==> src/rtl/coin_acceptor.sv <==
// Coin slot front end: synchronizes and debounces the slot sensor and issues
// one credit strobe and coin value per physical coin, rejecting invalid codes.
module coin_acceptor #(
  parameter int          DEB_CYCLES   = 4,
  parameter int          PULSE_CYCLES = 3,
  parameter logic [7:0]  VAL0         = 8'd5,
  parameter logic [7:0]  VAL1         = 8'd10,
  parameter logic [7:0]  VAL2         = 8'd25
) (
  input  logic       clk,
  input  logic       rst_n,
  input  logic       coin_sense,
  input  logic [1:0] coin_code,
  output logic       c,
  output logic [7:0] a,
  output logic       reject,
  output logic [7:0] coin_count
);

  localparam int MAX_CNT = (DEB_CYCLES > PULSE_CYCLES) ? DEB_CYCLES : PULSE_CYCLES;
  localparam int CW      = $clog2(MAX_CNT + 1);
  localparam logic [CW-1:0] CNT_ONE    = CW'(1);
  localparam logic [CW-1:0] DEB_LAST   = CW'(DEB_CYCLES - 1);
  localparam logic [CW-1:0] PULSE_LAST = CW'(PULSE_CYCLES);

  typedef enum logic [2:0] {
    IDLE        = 3'd0,
    DEB_IN      = 3'd1,
    CREDIT      = 3'd2,
    REJECT      = 3'd3,
    WAIT_REMOVE = 3'd4,
    DEB_OUT     = 3'd5
  } state_t;

  function automatic logic [7:0] coin_value(input logic [1:0] code);
    logic [7:0] val;
    case (code)
      2'b00:   val = VAL0;
      2'b01:   val = VAL1;
      2'b10:   val = VAL2;
      default: val = 8'd0;
    endcase
    return val;
  endfunction

  logic          sense_meta_r, sense_s;
  logic [1:0]    code_meta_r, code_s;
  state_t        state_r, state_nx_s;
  logic [CW-1:0] cnt_r, cnt_nx_s, pcnt_r, pcnt_nx_s;
  logic [1:0]    code_l_r, code_l_nx_s;
  logic          c_nx_s, reject_nx_s;
  logic [7:0]    a_nx_s, count_nx_s;

  // Two-flop synchronizers for the asynchronous slot inputs.
  always_ff @(posedge clk or negedge rst_n) begin
    if (!rst_n) begin
      sense_meta_r <= 1'b0;
      sense_s      <= 1'b0;
      code_meta_r  <= 2'b00;
      code_s       <= 2'b00;
    end else begin
      sense_meta_r <= coin_sense;
      sense_s      <= sense_meta_r;
      code_meta_r  <= coin_code;
      code_s       <= code_meta_r;
    end
  end

  // State, counters and registered outputs.
  always_ff @(posedge clk or negedge rst_n) begin
    if (!rst_n) begin
      state_r    <= IDLE;
      cnt_r      <= '0;
      pcnt_r     <= '0;
      code_l_r   <= 2'b00;
      c          <= 1'b0;
      a          <= 8'd0;
      reject     <= 1'b0;
      coin_count <= 8'd0;
    end else begin
      state_r    <= state_nx_s;
      cnt_r      <= cnt_nx_s;
      pcnt_r     <= pcnt_nx_s;
      code_l_r   <= code_l_nx_s;
      c          <= c_nx_s;
      a          <= a_nx_s;
      reject     <= reject_nx_s;
      coin_count <= count_nx_s;
    end
  end

  // Next-state and next-output decode.
  always_comb begin
    state_nx_s  = state_r;
    cnt_nx_s    = cnt_r;
    pcnt_nx_s   = pcnt_r;
    code_l_nx_s = code_l_r;
    c_nx_s      = 1'b0;
    a_nx_s      = a;
    reject_nx_s = 1'b0;
    count_nx_s  = coin_count;
    case (state_r)
      IDLE: begin
        if (sense_s) begin
          state_nx_s  = DEB_IN;
          code_l_nx_s = code_s;
          cnt_nx_s    = CNT_ONE;
        end else begin
          state_nx_s = IDLE;
        end
      end
      DEB_IN: begin
        if (!sense_s) begin
          state_nx_s = IDLE;
          cnt_nx_s   = '0;
        end else if (code_s != code_l_r) begin
          // A code change restarts the stability window before it can complete.
          code_l_nx_s = code_s;
          cnt_nx_s    = CNT_ONE;
        end else if (cnt_r == DEB_LAST) begin
          cnt_nx_s = '0;
          if (code_l_r == 2'b11) begin
            state_nx_s  = REJECT;
            reject_nx_s = 1'b1;
          end else begin
            state_nx_s = CREDIT;
            c_nx_s     = 1'b1;
            a_nx_s     = coin_value(code_l_r);
            count_nx_s = (coin_count == 8'hFF) ? 8'hFF : coin_count + 8'd1;
            pcnt_nx_s  = CNT_ONE;
          end
        end else begin
          cnt_nx_s = cnt_r + CNT_ONE;
        end
      end
      CREDIT: begin
        if (pcnt_r == PULSE_LAST) begin
          state_nx_s = WAIT_REMOVE;
          pcnt_nx_s  = '0;
        end else begin
          c_nx_s    = 1'b1;
          pcnt_nx_s = pcnt_r + CNT_ONE;
        end
      end
      REJECT: begin
        state_nx_s = WAIT_REMOVE;
      end
      WAIT_REMOVE: begin
        if (!sense_s) begin
          state_nx_s = DEB_OUT;
          cnt_nx_s   = CNT_ONE;
        end else begin
          state_nx_s = WAIT_REMOVE;
        end
      end
      DEB_OUT: begin
        if (sense_s) begin
          state_nx_s = WAIT_REMOVE;
          cnt_nx_s   = '0;
        end else if (cnt_r == DEB_LAST) begin
          state_nx_s = IDLE;
          cnt_nx_s   = '0;
        end else begin
          cnt_nx_s = cnt_r + CNT_ONE;
        end
      end
      default: begin
        state_nx_s = IDLE;
        cnt_nx_s   = '0;
        pcnt_nx_s  = '0;
      end
    endcase
  end

endmodule

==> config.mk <==
export PLATFORM = sky130hd
export DESIGN_NAME = coin_acceptor
export DESIGN_NICKNAME = d
export VERILOG_FILES = /design/src/rtl/coin_acceptor.sv
export SDC_FILE = /design/constraint.sdc
export NUM_CORES = 1
export LEC_CHECK = 0
export CELL_PAD_IN_SITES_DETAIL_PLACEMENT = 0
export CELL_PAD_IN_SITES_GLOBAL_PLACEMENT = 1
export CORE_UTILIZATION = 41
export DETAILED_ROUTE_END_ITERATION = 16
export GPL_TIMING_DRIVEN = 0
export HOLD_SLACK_MARGIN = 0.03
export PLACE_DENSITY_LB_ADDON = 0.3
export SYNTH_ARGS = -nofsm -noshare
export SYNTH_HDL_FRONTEND = slang
export SYNTH_SLANG_ARGS = --single-unit
==> constraint.sdc <==
create_clock -name clk -period 2.15 [get_ports clk]
set_input_delay 0.5375 -clock clk [delete_from_list [all_inputs] [get_ports clk]]
set_output_delay 0.5375 -clock clk [all_outputs]
set_load 0.01 [all_outputs]
* After elaboration in Yosys (flattened, before gate mapping)
Index checks and enable logic that the tools add are counted.
** Storage, ports and cells
- Flip-flop bits (word level) :: 35
- Bits of input ports :: 5
- Output and inout port bits :: 18
- Word-level logic and storage cells :: 92
** Cells by class
- Add/sub/neg operators :: 3
- Eq/ne operators :: 23
- Muxes and demuxes :: 40
- Bitwise operators :: 4
- Reductions and logical operators :: 10
** Operators by type and width (number)
- 3-bit two-way mux :: 17
- 3-bit one-hot mux with 6 select lines :: 1
- 2-bit inequality test, second input constant :: 8
- 3-bit one-hot mux with 5 select lines :: 1
- 5-bit one-hot mux with 3 select lines :: 1
- 1-bit two-way mux :: 13
- 3-bit by 2-bit equality test with 1-bit output, second input constant :: 4
- 5-bit AND reduction :: 2
- 3-bit inequality test, second input constant :: 3
- 3-bit one-hot mux with 3 select lines :: 1
- 8-bit by 1-bit adder with 8-bit output, second input constant :: 1
- 8-bit equality test, second input constant :: 1
- 8-bit two-way mux :: 1
- 4-bit AND reduction :: 2
- 3-bit by 1-bit adder with 3-bit output, second input constant :: 2
- 3-bit equality test, second input constant :: 2
- 2-bit two-way mux :: 3
- 2-bit equality test, second input constant :: 2
- 1-bit inverter :: 4
- 2-bit one-hot mux with 2 select lines :: 1
- 4-bit OR reduction :: 1
- 3-bit by 1-bit equality test with 1-bit output, second input constant :: 1
- 3-bit logical NOT :: 1
- 3-bit AND reduction :: 1
- 6 further kinds :: 6

* Longest topological paths before layout
- Depth in word-level cells :: 6
- Depth in mapped cells :: 6
- Mapped depth without buffers :: 5

* Worst setup path after synthesis
Ideal clock, no wire load.
- Kind :: reg-to-reg
- Start :: reg code_l_r[0]
- End :: reg coin_count[6]
- Library setup time :: 0.125 ns
- Data arrival time :: 1.651 ns
- Required time :: 2.025 ns
- Path slack :: 0.374 ns
- Stages on the path, launching flop included :: 6
- Path buffers :: 0
- Clock period less this slack :: 1.776 ns
- Path through :: dfrtp_1 ha_1 nor4b_2 nand4_1 nor2_1 mux2_2
** Between the ends
- Cells in the longest elaborated chain, start to end :: 3
- Elaborated cells on any way between the ends :: 5
- Classes of those cells :: eq/ne (2); bitwise (2); reduce/logical (1)
** Ends and longest elaborated chain
- from (decl) :: line 50 : logic [1:0] code_l_r, code_l_nx_s;
- from (signal assigned) :: line 84 : code_l_r <= code_l_nx_s;
- 2-bit equality test / 2-bit inequality test (equally long branches) :: line 122, 116
- 1-bit inverter (no source line)
- 5-bit AND reduction (no source line) (*)
- to (signal assigned) :: line 88 : coin_count <= count_nx_s;
- to (decl) :: line 17 : output logic [7:0] coin_count
Mark *: on every way between the ends. The rest lies on a longest branch, timed or not.
A chain may end at the register's enable or synchronous reset.

* Worst setup path after layout
- Start :: reg code_l_r[1]
- End :: reg coin_count[2]
Same word-level chain as after synthesis.

==> flow_metrics.env <==
export IMPL_synth_top_area_share=0.5047
export IMPL_cp_end_kind="flip-flop"
export IMPL_post_route_min_period_ns=1.877
export IMPL_core_area_um2=3689
export IMPL_grt_pass1_vias=1157
export IMPL_multi_input_area_um2=709.4
export IMPL_status="finished, final reports clean"
export IMPL_clkLatencyLatePin_ns=0.28
export IMPL_highest_layer="met4"
export IMPL_cp_max_fo=10
export IMPL_setup_viol=0
export IMPL_synth_edf_count=0
export IMPL_r2r_cells=6
export IMPL_total_power_uw=1735
export IMPL_fin_crit_sh=0.8730
export IMPL_crit_required_ns=2.31
export IMPL_dp_hpwl_mm=2.139
export IMPL_tightest_slew_ns=0.6981
export IMPL_grt_pass1_wl_mm=5.140
export IMPL_yosysWarnings=0
export IMPL_firstDrtPassIters=4
export IMPL_postCtsHoldBufs=0
export IMPL_rsz0062_at_grt="false"
export IMPL_max_freq_mhz=532.8
export IMPL_synth_most_common_cell="dfrtp_1"
export IMPL_place_ws_ns=0.04436
export IMPL_ys_types=39
export IMPL_htree_levels=2
export IMPL_clockRootBuffer="clkbuf_8"
export IMPL_maxCapViolCount=0
export IMPL_regArea_um2=800.8
export IMPL_clkTransAtPathRegs_ns=0.06
export IMPL_wl_per_cell_um=12.46
export IMPL_vias=1176
export IMPL_start_util=0.4301
export IMPL_fillers=349
export IMPL_power_density_nw_per_um2=892.4
export IMPL_die_h_um=64.21
export IMPL_ys_seq_area_frac=0.5047
export IMPL_wl_met2_mm=1.390
export IMPL_placement_rows=22
export IMPL_worstSetupPathType="flip-flop to flip-flop"
export IMPL_grt_overflow=0
export IMPL_area_growth_pct=22.55
export IMPL_finalClockSkew_ns=0.003835
export IMPL_utilization=0.5271
export IMPL_hold_path_class="input port to async pin"
export IMPL_layout_drive_gt1_share=0.1183
export IMPL_fin_tns_setup_ns=0
export IMPL_numCtsBuffers=5
export IMPL_netlist_instances=155
export IMPL_port_buffers=19
export IMPL_wirelength_mm=2.916
export IMPL_route_detailed_drc=0
export IMPL_antenna_found_initial=0
export IMPL_clockBufferDepth=2
export IMPL_synth_seq_cells=32
export IMPL_leakage_uw=0.0008998
export IMPL_ys_flop_type="dfrtp_1"
export IMPL_grt_total_usage=0.1665
export IMPL_slew_headroom=0.5346
export IMPL_m1WireLength_mm=1.294
export IMPL_fin_nets=199
export IMPL_grt_max_degree=33
export IMPL_ys_top_cells_by_area="dfrtp_1 (50%), ha_1 (7.1%), nand2_1 (6.6%), o21ai_0 (2.8%), inv_1 (2.8%)"
export IMPL_gp_congestion=0.7824
export IMPL_ios=23
export IMPL_hold_viol=0
export IMPL_die_area_um2=4122
export IMPL_drv_slew=0
export IMPL_synthesis_area_um2=1587
export IMPL_cts_resized_gates=0
export IMPL_wl_met3_um=169
export IMPL_syn_area_per_cell_um2=10.24
export IMPL_fin_ws_ns=0.2730
export IMPL_synth_commonest_cells="dfrtp_1 (32), nand2_1 (28), inv_1 (12)"
export IMPL_cp_arrival_ns=2.03
export IMPL_ant_nets=0
export IMPL_via_per_inst=5.026
export IMPL_start_kind="flip-flop"
export IMPL_ir_drop_mv=0.5039
export IMPL_die_w_um=64.21
export IMPL_clkSinkCount=32
export IMPL_drtIter0Drc=44
export IMPL_synth_area_leader_cell="dfrtp_1"
export IMPL_ys_async_sr_fraction=1.000
export IMPL_tritoncts="built"
export IMPL_diodes=0
cell type report:
| type | instances | share of cell area |
|---|---|---|
| Multi-Input combinational cell | 107 | 0.3649 |
| Timing Repair Buffer | 21 | 0.1030 |
| Tap cell | 48 | 0.03089 |
| Buffer | 6 | 0.01995 |
| Sequential cell | 32 | 0.4118 |
| Inverter | 12 | 0.02317 |
| Clock buffer | 8 | 0.04633 |
worst paths after layout:
kind / end / slack [ns] / from
setup / recovery: coin_count[2] / 0.27 / code_l_r[1]
hold / removal: cnt_r[2] / 0.30 / rst_n
setup reg to reg: coin_count[2] / 0.27 / code_l_r[1]
hold reg to reg: sense_s / 0.35 / sense_meta_r
max in group asynchronous: coin_count[0] / 1.40 / rst_n
min in group clk: sense_s / 0.35 / sense_meta_r
power breakdown:
part,total [uW],internal [uW],leakage [uW],switching (uW)
registers,791,701,0.000421,90.6
logic,481,228,0.000433,253
clock network,463,260,0.0000455,203
worst max-delay path, cell delays in order, from the launching register on:
cell	delay, ns
dfrtp_1	0.45
ha_1	0.26
nor4b_2	0.29
and4_1	0.30
buf_4	0.20
o21a_1	0.18
a21oi_1	0.08
cells by family (layout without fill, tap and decap cells):
| kind of cell | count (synthesis) | in the layout | synth area share |
|---|---|---|---|
| AO/OA/AOI/OAI | 28 | 28 | 0.1128 |
| XOR/XNOR | 2 | 2 | 0.01104 |
| adder cells (fa/ha/maj) | 9 | 9 | 0.07098 |
| buffers and inverters | 18 | 47 | 0.05283 |
| flip-flops | 32 | 32 | 0.5047 |
| multiplexers | 5 | 5 | 0.03549 |
| other | 1 | 3 | 0.002364 |
| AND/OR/NAND/NOR | 60 | 60 | 0.2098 |
repair_timing:
action,CTS,global route
endpoints found under the hold margin,0,0
setup buffers,0,2
endpoints found under the setup margin,0,1
state kept, by name, indices dropped and copies added, names as in the netlist, 2 cells and up:
register,count
a,5
code_meta_r,2
coin_count,8
pcnt_r,3
cnt_r,3
code_s,2
code_l_r,2
state_r,3
routing by layer:
| layer | global-route usage | vias to the layer above |
|---|---|---|
| met1 | 0.2094 | 555 |
| met5 | 0 | - |
| li1 | - | 584 |
| met2 | 0.2606 | 29 |
| met3 | 0.05357 | 8 |
| met4 | 0.07500 | 0 |
stage by stage:
| stage | cell area, um2 | hold slack [ns] | instances |
|---|---|---|---|
| 6_report | 1944 | 0.2988 | 234 |
| 3_3_place_gp | 1844 | 0.3324 | 224 |
| 3_5_place_dp | 1839 | 0.3347 | 224 |
| 5_1_grt | 1944 | 0.3574 | 234 |
| 4_1_cts | 1929 | 0.3222 | 232 |
| 2_1_floorplan | 1594 | 0.2419 | 157 |
placed cells by master, fill, tap and decap left out, types with 2 or more instances in the layout:
cell type	synthesis	final
nand2b_1	5	5
inv_1	12	12
xnor2_1	2	2
nand4_1	4	4
clkdlybuf4s50_1	0	18
ha_1	9	9
a21oi_1	6	6
clkbuf_1	1	3
nor2_1	8	8
nor3_1	2	2
o32ai_1	2	2
nand2_1	28	28
buf_2	1	2
nor2b_1	3	3
o21a_1	2	2
o21ai_0	9	9
buf_4	4	6
mux2_2	4	4
clkbuf_8	0	6
dfrtp_1	32	32
conb_1	1	3
Note: power is estimated with default switching activity, not from simulation.
